<file path="src/rtl/mips_pkg.sv">
// Shared widths, constants and fetch state encoding for the MIPS front end.
package mips_pkg;
   localparam int                WORD_W           = 32;
   localparam logic [WORD_W-1:0] PC_INC           = 32'd4;
   localparam logic [WORD_W-1:0] RESET_PC_DEFAULT = 32'h0000_0000;

   typedef enum logic [1:0] {
      FETCH = 2'd0,
      WAIT  = 2'd1,
      DRAIN = 2'd2
   } fetch_state_t;
endpackage

</file>
<file path="src/rtl/fetch_buffer.sv">
// Two-entry FIFO of {instr, pc4} pairs between the fetch FSM and decode.
module fetch_buffer
   import mips_pkg::*;
(
   input  logic                  clk,
   input  logic                  reset,
   input  logic                  push,
   input  logic [2*WORD_W-1:0]   push_data,
   input  logic                  pop,
   input  logic                  flush,
   output logic [1:0]            count,
   output logic [2*WORD_W-1:0]   head
);
   logic [2*WORD_W-1:0] mem_q [2];
   logic [2*WORD_W-1:0] mem_d [2];
   logic                rd_ptr_q, rd_ptr_d;
   logic [1:0]          count_q, count_d;
   logic                wr_ptr;

   always_comb begin
      mem_d[0] = mem_q[0];
      mem_d[1] = mem_q[1];
      rd_ptr_d = rd_ptr_q;
      count_d  = count_q;
      wr_ptr   = rd_ptr_q ^ count_q[0];
      if (flush) begin
         rd_ptr_d = 1'b0;
         count_d  = 2'd0;
      end else begin
         if (push) mem_d[wr_ptr] = push_data;
         if (pop)  rd_ptr_d = ~rd_ptr_q;
         count_d = count_q + {1'b0, push} - {1'b0, pop};
      end
   end

   always_ff @(posedge clk or posedge reset) begin
      if (reset) begin
         mem_q[0] <= '0;
         mem_q[1] <= '0;
         rd_ptr_q <= 1'b0;
         count_q  <= 2'd0;
      end else begin
         mem_q[0] <= mem_d[0];
         mem_q[1] <= mem_d[1];
         rd_ptr_q <= rd_ptr_d;
         count_q  <= count_d;
      end
   end

   assign count = count_q;
   assign head  = (count_q != 2'd0) ? mem_q[rd_ptr_q] : '0;
endmodule

</file>
<file path="src/rtl/fetch_unit.sv">
// Instruction fetch: PC, single-outstanding imem handshake and redirect handling.
//   state | meaning
//   FETCH | no request outstanding
//   WAIT  | request outstanding, response will be pushed
//   DRAIN | request outstanding, response will be dropped
module fetch_unit
   import mips_pkg::*;
#(
   parameter logic [WORD_W-1:0] RESET_PC = RESET_PC_DEFAULT,
   parameter int                DEPTH    = 2
) (
   input  logic              clk,
   input  logic              reset,
   output logic              imem_req,
   output logic [WORD_W-1:0] imem_addr,
   input  logic              imem_rvalid,
   input  logic [WORD_W-1:0] imem_rdata,
   input  logic              redirect_valid,
   input  logic [WORD_W-1:0] redirect_target,
   output logic              out_valid,
   input  logic              out_ready,
   output logic [WORD_W-1:0] out_instr,
   output logic [WORD_W-1:0] out_pc4
);
   localparam logic [1:0] FULL = 2'(DEPTH);

   fetch_state_t        state_q, state_d;
   logic [WORD_W-1:0]   pc_q, pc_d;
   logic [WORD_W-1:0]   addr_q, addr_d;
   logic [1:0]          count;
   logic [2*WORD_W-1:0] head;
   logic                issue, push, pop;

   assign issue = (state_q == FETCH) && (count < FULL) && !redirect_valid && !reset;
   assign push  = (state_q == WAIT) && imem_rvalid && !redirect_valid;
   assign pop   = out_valid && out_ready;

   always_comb begin
      state_d = state_q;
      pc_d    = pc_q;
      addr_d  = addr_q;
      if (redirect_valid) pc_d = {redirect_target[WORD_W-1:2], 2'b00};
      unique case (state_q)
         FETCH: begin
            if (issue) begin
               addr_d  = pc_q;
               pc_d    = pc_q + PC_INC;
               state_d = WAIT;
            end
         end
         WAIT: begin
            if (imem_rvalid)         state_d = FETCH;
            else if (redirect_valid) state_d = DRAIN;
         end
         // A response coinciding with a further redirect still retires the request.
         DRAIN: begin
            if (imem_rvalid) state_d = FETCH;
         end
         default: state_d = FETCH;
      endcase
   end

   always_ff @(posedge clk or posedge reset) begin
      if (reset) begin
         state_q <= FETCH;
         pc_q    <= RESET_PC;
         addr_q  <= RESET_PC;
      end else begin
         state_q <= state_d;
         pc_q    <= pc_d;
         addr_q  <= addr_d;
      end
   end

   fetch_buffer u_buf (
      .clk       (clk),
      .reset     (reset),
      .push      (push),
      .push_data ({imem_rdata, addr_q + PC_INC}),
      .pop       (pop),
      .flush     (redirect_valid),
      .count     (count),
      .head      (head)
   );

   assign imem_req  = issue;
   assign imem_addr = pc_q;
   assign out_valid = (count != 2'd0);
   assign out_instr = head[2*WORD_W-1:WORD_W];
   assign out_pc4   = head[WORD_W-1:0];
endmodule
</file>
<file path="config.mk">
export PLATFORM = sky130hd
export DESIGN_NAME = fetch_unit
export DESIGN_NICKNAME = d
export VERILOG_FILES = /design/src/rtl/mips_pkg.sv /design/src/rtl/fetch_buffer.sv /design/src/rtl/fetch_unit.sv
export SDC_FILE = /design/constraint.sdc
export NUM_CORES = 1
export LEC_CHECK = 0
export ABC_AREA = 1
export CAP_MARGIN = 20
export CORE_ASPECT_RATIO = 0.8
export CORE_MARGIN = 3
export CORE_UTILIZATION = 40
export CTS_CLUSTER_DIAMETER = 150
export DETAILED_ROUTE_END_ITERATION = 10
export PLACE_DENSITY = 0.74
export SLEW_MARGIN = 20
export SYNTH_ARGS = -nofsm -noshare
export SYNTH_HDL_FRONTEND = slang
export SYNTH_SLANG_ARGS = --single-unit
</file>
<file path="constraint.sdc">
create_clock -name clk -period 10.88 [get_ports clk]
set_clock_uncertainty 0.2 [all_clocks]
set_input_delay 2.176 -clock clk [delete_from_list [all_inputs] [get_ports clk]]
set_output_delay 2.176 -clock clk [all_outputs]
set_load 0.02 [all_outputs]
</file>
* After elaboration in Yosys (flattened, before gate mapping)
Index checks and enable logic that the tools add are counted.
** Word-level totals
- Bits in registers :: 197
- Output and inout port bits :: 98
- Word-level logic and storage cells :: 58
** Cells by class
- Add/sub/neg operators :: 4
- $lt $le $gt $ge :: 4
- Equality and inequality tests :: 5
- Mux-type cells :: 18
- Bitwise operators :: 5
- Reduce and logical (&&, ||, !) cells :: 15
** Operator list (count)
- $mux W64 :: 5
- $bwmux W128 :: 1
- $mux W32 :: 3
- $add A32 B3 Y32 const B :: 2
- $demux W64 S1 :: 1
- $mux W2 :: 5
- $logic_and A1 B1 Y1 :: 7
- $pmux W2 S3 :: 1
- $ge A2 B2 Y1 const B :: 2
- $ne A2 B2 Y1 const B :: 2
- $not A1 Y2 :: 2
- $reduce_and A2 Y1 :: 2
- $reduce_bool A2 Y1 :: 2
- $ne A3 B3 Y1 const B :: 1
- $reduce_and A3 Y1 :: 1
- $add A2 B1 Y2 :: 1
- $eq A2 B1 Y1 const B :: 1
- $eq A2 B2 Y1 const B :: 1
- $logic_not A1 Y1 :: 2
- $logic_not A2 Y1 :: 1
- $lt A2 B1 Y1 const B :: 1
- $lt A2 B2 Y1 const B :: 1
- $mux W1 :: 2
- $not A1 Y1 :: 2
- 2 further kinds :: 2

* Longest topological paths before layout
Gate-level depths: netlist of the first run.
- Depth in word-level cells :: 7
- Gate-level depth with buffers :: 10

* Modules after synthesis
A second synthesis of the first run with hierarchy kept.
** Unflattened totals
- Cell total of the unflattened synthesis :: 1431
- Area total of the unflattened synthesis :: 10765.3 sq um
** Modules (own cells, without submodules)
- fetch_buffer :: instances 1, cells each 796, area an instance 6394.9 sq um, sequential area each 3278.1 sq um
- fetch_unit :: instances 1, cells each 635, area an instance 4370.4 sq um, sequential area each 1651.6 sq um

* Worst setup path after synthesis of the first run
Ideal clock, no wire load.
- Path type :: input port to output port
- Start point :: in reset
- End point :: out imem_req
- Arrival time :: 7.498 ns
- Required time :: 8.504 ns
- Slack :: 1.006 ns
- Stages :: 4
- Buffers on the path :: 1
- Cells stage by stage :: inv_1 nand4_1 inv_2 clkbuf_1
** On the way
- Word-level cells in the longest chain between the ends :: 2
** Ends and longest elaborated chain
- start: declaration :: RTL line fetch_unit.sv:13 : input logic reset,
- $logic_not A1 Y1 (no line)
- $logic_and A1 B1 Y1 :: RTL line fetch_unit.sv:34 : assign issue = (state_q == FETCH) && (count < FULL) && !redirect_valid && !reset;
- end: declaration :: RTL line fetch_unit.sv:14 : output logic imem_req,
No other way between the ends.

* Worst setup path after layout of the first run
- Start point :: in redirect_valid
- End point :: out imem_req
** On the way
- Word-level cells in the longest chain between the ends :: 3
** Ends and longest elaborated chain
- start: declaration :: RTL line fetch_unit.sv:18 : input logic redirect_valid,
- $logic_not A1 Y1 :: RTL line fetch_unit.sv:34
- $logic_and A1 B1 Y1 (2 in series) :: RTL line fetch_unit.sv:34
No other way between the ends.

==> flow_results.org, run 1 <==
** Run status
- Result of the run :: finished clean

** Synthesis
- Cell with the most instances after synthesis :: sky130_fd_sc_hd__nand2_1
- Proportion of netlist area held by the largest area contributor :: 0.4821
- The synthesized netlist contains 33 unique library cells.
- Count of flip-flops with a built-in enable after synthesis :: 0
- The number of nets handed over by synthesis was 1481.
- By count the netlist is led by sky130_fd_sc_hd__nand2_1, sky130_fd_sc_hd__dfrtp_1, sky130_fd_sc_hd__o21ai_0.
- In the synthesized netlist the dominant register cell turns out to be sky130_fd_sc_hd__dfrtp_1.
- Flop and latch count out of synthesis :: 197
- Number of warnings printed during yosys synthesis :: 0
- Yosys attributes the largest share of cell area to sky130_fd_sc_hd__dfrtp_1, sky130_fd_sc_hd__nand2_1, sky130_fd_sc_hd__o21ai_0.
- A synthesized cell averages 7.263 um2.
- Fraction of the yosys area taken by sequential cells :: 0.4821
- Biggest area consumer among synthesized cells :: sky130_fd_sc_hd__dfrtp_1
- Fraction of registers with async set or reset after synthesis :: 1.000
- Gate count after technology mapping :: 1408
- The synthesized netlist occupies a cell area of 10230 um2.

** Critical path
- Launch point of the critical path :: redirect_valid
- In this run the register-to-register setup slack is 7.40 ns.
- Broken down by cell family, the worst path's largest delay share belongs to buffers and inverters.
- Cell with the biggest individual delay on the critical path :: sky130_fd_sc_hd__inv_1
- Startpoint type of the worst setup path :: input port
- STA classifies the critical path endpoint as an output pin.
- Counting both buffers and inverters, the worst setup path holds a total of 5.
- Counting stages on the worst path, the most repeated cell is sky130_fd_sc_hd__clkdlybuf4s50_1.
- The critical path goes through clkdlybuf4s50_1, buf_4, inv_1, nand4_1, inv_2, clkdlybuf4s50_1.
- Slowest cell delay on critical path :: 0.77 ns
- The critical path in this run is classified as input port to output pin.
- STA puts the critical path data required time at 8.50 ns.
- Worst Path Arrival :: 5.27 ns
- Largest fanout on the critical path :: 45
- The startpoint identified for the worst register-to-register timing path is u_buf.rd_ptr_q$_DFFE_PP0P_.

** Clock network
- Clk Latency, worst-skew pair :: 0.44 ns
- Root Buffer :: sky130_fd_sc_hd__clkbuf_16
- Number of buffers created by CTS :: 17
- Number of clock sinks :: 197
- TritonCTS built the clock tree.
- After clock tree synthesis, the clock-pin slew on the worst setup and hold paths is 0.07 ns.
- Once the clock tree was built, the setup fixing pass inserted 0 buffers.
- Clock tree buffer depth :: 2
- Hold repair after CTS inserted 0 buffers.
- Cts repair resizes :: 0
- H-tree Lvls :: 4

** Global route
- The number of global-route vias before repair came to 8884.
- First-pass GRT wire length :: 45640 um
- Final global-route overflow total :: 0
- Maximum number of pins on one net before global-route repair :: 87
- The number of antenna violations at the first check in global routing is 0.
- Global-route total usage across every layer :: 0.2041

** Final layout
- At the end of the flow, the number of nets in the layout was 1608.
- Of the cells placed in the final design, the portion with a size suffix greater than 1 is 0.04199.
- The repair_antennas step left the layout with diodes totalling 0.
- In the final layout, the multi-input gates occupy 4484 um2.
- Cell area after layout :: 12620 um2
- From synthesis to final layout, the design area changed by 23.38%.
- Fill cell instance count of the final layout :: 2412
- Sequential standard cell area :: 4931 um2

** Run
- # Max-Cap Violations :: 0

** Place
- Timing analysis after detailed placement gives a worst setup slack of 3.229 ns.
- At the end of routability-driven placement, the weighted congestion stood at 0.9079.
- Count of input and output buffers :: 164
- Placed Area :: 11980 um2
- Detailed placement ended at an HPWL of 18730 um.

** Drt
- The final layout contains routed wiring with a total length of 27530 um.
- In the routed layout, each cell is associated on average with a via count of 5.010.
- Antenna violation net count after detailed routing :: 0
- The routed layout has 9349 vias.
- In the routed design, unresolved DRC markers number 0.
- For this run, the detailed router's first-pass iteration total came to 6.
- Drt first-iter violations :: 755
- After detailed routing, the average wire length per cell comes to 14.76 um.

** Die
- From bottom edge to top edge, the die measures 149.0 um.
- Total core area :: 24760 um2
- Top-level I/O count :: 167
- Overall die area :: 27530 um2
- DIE WIDTH :: 184.8 um
- In this run the core area contains 51 standard-cell rows.
- The initial utilization of the core area, before any placement, comes to 0.4130.

** STA
- Setup violations remaining at the end of the flow were counted as 0.
- The total count of max-transition violations in the final report is 0.
- Summed over all failing endpoints, the final setup total negative slack is 0 ns.
- Setup repair after global routing left no endpoint under its margin.
- Setup slack closes at 3.235 ns.
- Post-layout minimum cycle time :: 7.645 ns
- The final-report hold violation count is 0.
- Max_slew headroom :: 0.3361
- For the pin with the worst max-slew slack, the measured transition is 0.9947 ns.
- Timing-limited maximum frequency :: 130.8 MHz
- Dividing the final minimum period by the clock period gives 0.7027.

** Power and ir drop
- For this design the ratio of total power to cell area is 247.2 nW/um2.
- Max rail drop VDD :: 0.1221 mV
- Leak pwr :: 5.993 nW

** Hold path
- Worst Hold Class :: register to register
- The worst hold path begins at u_buf.mem_q[114]$_DFFE_PP0P_.
==> routing by layer <==
| layer | wire length [um] | global-route usage | vias to the layer above |
|---|---|---|---|
| li1 | - | - | 4652 |
| met1 | 13300 | 0.2978 | 4460 |
| met2 | 12690 | 0.3251 | 222 |
| met3 | 1266 | 0.03194 | 15 |
| met4 | 277 | 0.04012 | 0 |
| met5 | 0 | 0 | - |
==> cell type report <==
cell class                 count  area share
clock buffer                  19     0.03511
sequential                   197      0.3908
inverter                     118     0.03580
timing repair buffer         174      0.1361
multi-input combinational   1027      0.3554
tap                          318     0.03154
clock inverter                13     0.01527
==> state kept, by name (all words and copies together) (netlist names) <==
register,count
u_buf.mem_q,128
addr_q,32
imem_addr,32
state_q,2
u_buf.count,2
u_buf.rd_ptr_q,1
==> tightest hold or removal path: cells and delay by family, from the launching register on <==
family	cells	cell delay (ns)
DFF	1	0.34
and+or+nand+nor	2	0.10
==> per-stage QoR <==
stage               total power [mW]    util  hold slack, ns  instances
floorplan                      1.970       -          0.2366       1408
global placement               2.406  0.4839          0.2476       1834
finish                         3.119  0.5096          0.2668       1866
CTS                            3.138  0.5096          0.2703       1866
detailed placement             2.440  0.4839          0.2538       1834
global route                   3.348  0.5096          0.2905       1866
==> cells by family after synthesis <==
kind of cell | Yosys count | synth area share
adder cells (fa/ha/maj) | 4 | 0.004894
AND/OR/NAND/NOR | 778 | 0.2996
XOR/XNOR | 23 | 0.02043
flip-flops | 197 | 0.4821
buffers and inverters | 184 | 0.08014
AO/OA/AOI/OAI | 222 | 0.1128
==> path summary, 6_finish.rpt <==
| path | to | depth (start not counted) |
|---|---|---|
| max | imem_req | 6 |
| min | u_buf.mem_q[114]$_DFFE_PP0P_ | 2 |
| max reg2reg | u_buf.mem_q[57]$_DFFE_PP0P_ | 6 |
| min reg2reg | u_buf.mem_q[114]$_DFFE_PP0P_ | 2 |
| max in group asynchronous | u_buf.rd_ptr_q$_DFFE_PP0P_ | 3 |
| min in group asynchronous | u_buf.mem_q[65]$_DFFE_PP0P_ | 2 |
==> where the power goes <==
part           leakage, nW  internal, mW  total [mW]  switching, mW
sequential            2.42          1.02        1.23          0.206
combinational         3.26         0.462        1.20          0.737
clock                0.311         0.396       0.690          0.294
total                 5.99          1.88        3.12           1.24
==> layout by cell type (no fill, tap or decap), drive strengths merged <==
cell type,netlist,final
nand2,589,589
dfrtp,197,197
clkdlybuf4s50,0,164
o21ai,128,128
nor2,128,128
inv,117,122
a21oi,75,75
nand3,46,46
clkbuf,28,19
xor2,16,16
buf,38,10
o211ai,9,9
xnor2,7,7
nor3,7,7
nand4,5,5
a31oi,4,4
o21a,4,4
ha,4,4
bufinv,0,4
clkinv,1,4
nand3b,2,2
o21bai,2,2
nor4,1,1
clkinvlp,0,1
(Power assumes the default switching activity.)
==> run 2: changes to the inputs <==
- PLACE_DENSITY: 0.74 -> 0.76
- clock period: 10.88 -> 6.9 ns (I/O delays scaled with it)
==> run 2 against run 1 <==
Net effect: sequential power is 59% higher; combinational power increased by 56%; total power is 55% higher; via count is 0.41% higher; final cell count grew 0.11%; sequential share of layout area up 0.13 points; setup slack got worse by 0.99 ns; first-iteration DRC count grew 6.8%; flip-flop and latch count stayed put; global-route usage grew 0.52 points; critical path type unchanged.
==> flow_results.org, run 2 (synthesized netlist as in run 1, its figures left out) <==
** Run status
- The run finished with clean final reports.

** Power and ir drop
- In this run the power spent charging and discharging nets is 1.962 mW.
- IR analysis of the VDD net gives a maximum drop of 0.1983 mV.
- Of the total power, registers draw 0.407.
- The analysis attributes to cell leakage a power of 5.967 nW.
- Of the total power, the clock network draws 0.206.
- Relative contribution of combinational cells to total power :: 0.387
- In this run the power density over the cells is 383.6 nW/um2.
- Of the total power, the share spent switching nets is 0.4066.
- Internal Power :: 2.862 mW

** Global route
- Entering global routing, the biggest net connects 84 pins.
- The number of global-route vias before repair is 9165.
- First-pass GRT wire length :: 46410 um
- For this run, the total global-route usage over all layers was measured as 0.2093.
- Final global-route overflow total :: 0
- Initial antenna violation count :: 0

** Drt
- Wire length after detailed routing :: 28000 um
- Drt first-iter violations :: 806
- Drt pass-1 iters :: 5
- WL per Instance :: 14.99 um
- Drc violations :: 0
- Antenna violation net count after detailed routing :: 0
- Per-cell via count in the routed design :: 5.025
- Via count :: 9387

** Final layout
- Counting flops per register, the top entry is u_buf.mem_q.
- The register with the most flip-flops in the layout has 128 of them.
- Most common cell after layout, fill and taps aside :: sky130_fd_sc_hd__nand2_1
- The library cells used most frequently in the layout, excluding fill and tap cells, are sky130_fd_sc_hd__nand2_1, sky130_fd_sc_hd__dfrtp_1, sky130_fd_sc_hd__clkdlybuf4s50_1, sky130_fd_sc_hd__o21ai_0, sky130_fd_sc_hd__nor2_1.
- Fin nets :: 1610
- Antenna diode count :: 0
- Area grow syn2layout :: 22.97%
- Fill cell instance count of the final layout :: 2403
- In the final layout, the share of cells above drive strength 1 is 0.04387.

** Place
- The wire-length estimate of the detail-placed layout is 19260 um.
- Routability-driven placement finished with a final weighted congestion of 0.9168.
- Worst Setup Slack post-DPL :: 2.224 ns
- Buffers placed on the I/O ports in this run total 164.

** STA
- Share of the clock period used by the worst path :: 0.6753
- Setup repair after global routing left no endpoint under its margin.
- Headroom to the max-slew limit came out at 0.2964.
- Final count of negative-setup-slack endpoints :: 0
- Worst Hold Slack :: 0.2664 ns
- Setup slack of the critical path after layout :: 2.240 ns
- For this run, the top clock speed supported by timing is 214.6 MHz.
- The total count of max-transition violations in the final report came to 0.
- For the pin with the worst max-slew slack, the measured transition is 1.055 ns.
- The final-report hold violation count came to 0.
- After routing, the total negative slack on setup checks comes to 0 ns.
- Post-layout minimum cycle time :: 4.660 ns

** Clock network
- Clk Latency, worst-skew pair :: 0.44 ns
- In this run the number of H-tree levels came out at 4.
- Clock-pin slew was measured on the worst setup and hold paths at 0.07 ns.
- In this run the clock root is driven by a sky130_fd_sc_hd__clkbuf_16.
- Buffers added to address setup during post-CTS repair amount to 0.
- Buffers inserted to repair hold after CTS numbered 0.
- Number of clock sinks :: 197
- Once the clock tree was built, the resizer swapped 0 gates to a different size.
- Number of buffers created by CTS :: 17
- No sink is reached through more buffers than the 2 on the longest clock path.
- TritonCTS built the clock tree.

** Hold path
- Worst Hold Class :: register to register

** Die
- Top-level I/O count :: 167
- Vertical die dimension :: 149.0 um
- Initial Util :: 0.4130
- The floorplan step defined a die boundary enclosing 27530 um2.
- Number of core rows :: 51
- DIE WIDTH :: 184.8 um
- Total core area :: 24760 um2

** Run
- Across the run, the number of max-cap violations was 0.

** Critical path
- STA puts the critical path data arrival time at 3.08 ns.
- The worst setup path is launched from an input port.
- The critical path is of the input port to output pin type.
- Largest fanout on the critical path :: 39
- Data on the critical path is required at its endpoint by 5.32 ns.
- Endpoint type of the worst setup path :: output pin
-- run 2: cell count changes in the layout (fill, tap and decap cells not counted), sizes merged --
cell	change
bufinv	-3
buf	+2
inv	+2
clkinvlp	+1
-- run 2: power groups by stage --
stage                     clock network, mW  logic, mW  registers [mW]
after detailed placement                  0       1.87            1.98
after global placement                    0       1.83            1.96
after CTS                              1.02       1.88            1.96
after global routing                   1.06       2.11            2.03
after floorplan                           0       1.18            1.93
final                                 0.994       1.87            1.96
-- run 2: through the flow --
| stage | util | area (um2) | total power, mW | std cells |
|---|---|---|---|---|
| finish | 0.5079 | 12570 | 4.824 | 1868 |
| global route | 0.5079 | 12570 | 5.199 | 1868 |
| CTS | 0.5077 | 12570 | 4.867 | 1868 |
| detailed placement | 0.4843 | 11990 | 3.855 | 1836 |
| global placement | 0.4843 | 11990 | 3.795 | 1836 |
| floorplan | - | 10230 | 3.107 | 1408 |
-- run 2: final timing paths --
kind	from	endpoint	slack, ns	depth (start not counted)
setup / recovery	redirect_valid	imem_req	2.24	6
hold / removal	u_buf.mem_q[102]$_DFFE_PP0P_	u_buf.mem_q[102]$_DFFE_PP0P_	0.27	2
setup reg to reg	u_buf.rd_ptr_q$_DFFE_PP0P_	u_buf.mem_q[23]$_DFFE_PP0P_	3.09	7
hold reg to reg	u_buf.mem_q[102]$_DFFE_PP0P_	u_buf.mem_q[102]$_DFFE_PP0P_	0.27	2
max in group asynchronous	reset	addr_q[2]$_DFFE_PP0P_	3.86	4
min in group asynchronous	reset	imem_addr[3]$_DFF_PP0_	1.31	3
-- run 2: critical path, stage by stage --
cell and delay, ns:
sky130_fd_sc_hd__clkdlybuf4s50_1 0.46, sky130_fd_sc_hd__buf_4 0.36, sky130_fd_sc_hd__inv_1 0.11, sky130_fd_sc_hd__nand4_1 0.15, sky130_fd_sc_hd__inv_2 0.07, sky130_fd_sc_hd__clkdlybuf4s50_1 0.55
-- run 2: area by class of cell --
class / instances / area [um2] / share of cell area
Timing Repair Buffer: 176 / 1735 / 0.1380
Clock buffer: 19 / 442.9 / 0.03522
Clock inverter: 13 / 136.4 / 0.01085
Multi-Input combinational cell: 1027 / 4484 / 0.3566
Inverter: 118 / 446.7 / 0.03552
Tap cell: 318 / 397.9 / 0.03164
Sequential cell: 197 / 4931 / 0.3921
-- run 2: layer usage --
metal	track usage	wire (um)	up-vias
met5	0	0	-
met4	0.05362	380	0
met1	0.2951	12900	4394
met3	0.03267	1653	21
met2	0.3393	13070	305
li1	-	-	4667
==> run 3: changes to the inputs <==
- PLACE_DENSITY: 0.76 -> 0.74
- clock period: 6.9 -> 4.6 ns (I/O delays scaled with it)
==> run 3 against run 2 <==
Net effect: critical path depth is 1 higher; final area is 0.54% higher; register-to-register slack worse by 1.2 ns; routed wire length is 0.60% higher; via count is 0.22% lower; clock power is 56% higher; critical path type is now register to output pin.
==> flow_results.org, run 3 (synthesized netlist as in run 1, its figures left out) <==
** Place
- The placed instances occupy a cell area of 12040 um2.
- Count of input and output buffers :: 164
- At the end of routability-driven placement, the weighted congestion stood at 0.9004.
- Total half-perimeter wirelength after legalization and detailed placement :: 19180 um
- Before CTS, the worst setup slack after placement is 1.166 ns.

** Final layout
- Cell area after layout :: 12640 um2
- Register name with the most flops :: u_buf.mem_q
- The library cell used most frequently in the layout, excluding fill and tap cells, is sky130_fd_sc_hd__nand2_1.
- Leaving out fill and tap cells, the most frequent cells in the layout are sky130_fd_sc_hd__nand2_1, sky130_fd_sc_hd__dfrtp_1, sky130_fd_sc_hd__clkdlybuf4s50_1, sky130_fd_sc_hd__o21ai_0, sky130_fd_sc_hd__nor2_1.
- In the final layout, the share of cells above drive strength 1 is 0.04505.
- Area grow syn2layout :: 23.63%
- The register with the most flip-flops in the layout has 128 of them.
- Antenna diode count :: 0
- Fin nets :: 1615
- For this run, the share of the core covered by cells in the final layout is 0.5106.

** Drt
- After detailed routing, the number of remaining DRC violations is 0.
- In the routed layout, each cell is associated on average with a via count of 5.003.
- Antenna violation net count after detailed routing :: 0
- Drt first-iter violations :: 758
- The final layout contains routed wiring with a total length of 28170 um.
- WL per Instance :: 15.05 um
- The final route contains 9366 vias.
- The first TritonRoute pass finished after 5 iterations.

** Run status
- Result of the run :: finished clean

** Critical path
- In this design, the stage delay of the slowest critical-path cell is 0.67 ns.
- R2r endpoint :: u_buf.mem_q[80]$_DFFE_PP0P_
- Launch point of the critical path :: u_buf.count[0]$_DFF_PP0_
- The worst setup path is captured at an output pin.
- Measured in cells, the most critical reg-to-reg path has a length of 6.
- Across all register-to-register paths, the minimum setup slack is 1.89 ns.
- Setup crit end :: out_pc4[10]
- STA classifies the critical path startpoint as a register.
- Largest fanout on the critical path :: 25
- Among all stages on the critical path, the largest delay is contributed by sky130_fd_sc_hd__clkdlybuf4s50_1.
- Traced cell by cell, the critical path runs through nor2_2, buf_4, inv_1, buf_4, o21ai_0, a21oi_1, clkdlybuf4s50_1.
- Data on the critical path is required at its endpoint by 3.48 ns.
- Worst Path Arrival :: 2.57 ns
- Launch point of the worst reg-to-reg path :: u_buf.rd_ptr_q$_DFFE_PP0P_
- Among the stages of the critical path, the cell type that occurs most often is sky130_fd_sc_hd__buf_4.
- The worst setup path is of the register to output pin kind.

** Clock network
- CTS built an H-tree with a depth of 4.
- The clock passes through at most 2 buffers.
- In this run, post-CTS repair resized a total of 0 instances.
- Buffers inserted during clock tree synthesis total 17.
- The clock reaches the later pin of the worst-skew pair after 0.43 ns.
- The root buffer cell chosen for the clock tree is sky130_fd_sc_hd__clkbuf_16.
- Buffers inserted to repair hold after CTS numbered 0.
- Clock tree from TritonCTS :: done
- Post-CTS setup buffer count :: 0
- Clock-pin slew was measured on the worst setup and hold paths at 0.07 ns.
- Number of clock sinks :: 197

** STA
- Fin. max-slew vios :: 0
- Setup slack on the critical path of the routed design comes to 0.9067 ns.
- For this run, the top clock speed supported by timing is 270.8 MHz.
- Post-layout minimum cycle time :: 3.693 ns
- Final count of negative-setup-slack endpoints :: 0
- The final-report hold violation count came to 0.
- Unrepaired setup endpoints after global routing :: no
- In the finished design, the share of the clock period the worst path needs comes to 0.8029.
- At the pin with the least slew margin, the transition time is 1.045 ns.
- The worst pin sits at a relative slew slack of 0.3021.

** Global route
- The total overflow left after global routing is 0.
- The number of global-route vias before repair was 9225.
- Maximum number of pins on one net before global-route repair :: 84
- First-pass GRT wire length :: 46600 um
- Global-route total usage across every layer :: 0.2090
- The number of antenna violations at the first check in global routing was 0.

** Die
- The die covers 27530 um2.
- DIE WIDTH :: 184.8 um
- Top-level I/O count :: 167
- Total core area :: 24760 um2
- Initial Util :: 0.4130
- Vertical die dimension :: 149.0 um
- Number of core rows :: 51

** Power and ir drop
- Cell area power density :: 579.5 nW/um2
- Max rail drop VDD :: 0.2875 mV
- Leak pwr :: 6.002 nW
- Overall power consumption after layout is estimated at 7.326 mW.

** Hold path
- The path class of the tightest hold or removal check is register to register.

** Run
- # Max-Cap Violations :: 0
## run 3: critical path: cells and delay by family, from the launching register on
kind / cells / cell delay [ns]
flops: 1 / 0.42
simple gates: 1 / 0.06
compound gates: 2 / 0.38
buf+inv: 4 / 1.27
## run 3: where the power goes
part           switching (mW)  leakage, nW  internal (mW)
combinational            1.73         3.30           1.11
sequential              0.510         2.42           2.42
clock                   0.676        0.287          0.873
total                    2.92         6.00           4.41
## run 3: layer usage
layer  track usage  routed length, um  vias up
li1              -                  -     4665
met1        0.2975              13390     4456
met2        0.3391              13280      224
met3       0.03096               1200       21
met4       0.04949                300        0
met5             0                  0        -
## run 3: how the worst min path moves through the flow
stage,start,endpoint,slack [ns],depth (start not counted)
global placement,u_buf.mem_q[117]$_DFFE_PP0P_,u_buf.mem_q[117]$_DFFE_PP0P_,0.25,2
floorplan,u_buf.mem_q[127]$_DFFE_PP0P_,u_buf.mem_q[127]$_DFFE_PP0P_,0.24,2
finish,u_buf.mem_q[107]$_DFFE_PP0P_,u_buf.mem_q[107]$_DFFE_PP0P_,0.26,2
CTS,u_buf.mem_q[100]$_DFFE_PP0P_,u_buf.mem_q[100]$_DFFE_PP0P_,0.27,2
global route,u_buf.mem_q[119]$_DFFE_PP0P_,u_buf.mem_q[119]$_DFFE_PP0P_,0.28,2
detailed placement,u_buf.mem_q[107]$_DFFE_PP0P_,u_buf.mem_q[107]$_DFFE_PP0P_,0.25,2
## run 3: metrics by stage
stage	hold slack, ns	setup TNS (ns)	cells
2_1_floorplan	0.2366	-32.76	1408
3_3_place_gp	0.2475	0	1841
3_5_place_dp	0.2529	0	1841
4_1_cts	0.2706	0	1872
5_1_grt	0.2825	0	1872
6_report	0.2646	0	1872
## run 3: cell type report
class,count,area (um2)
repair buffers,181,1785
well taps,318,397.9
flip-flops and latches,197,4931
inverters,118,446.7
clock inverters,11,150.1
clock buffers,20,446.7
fillers,2393,12120
multi-input cells,1027,4484
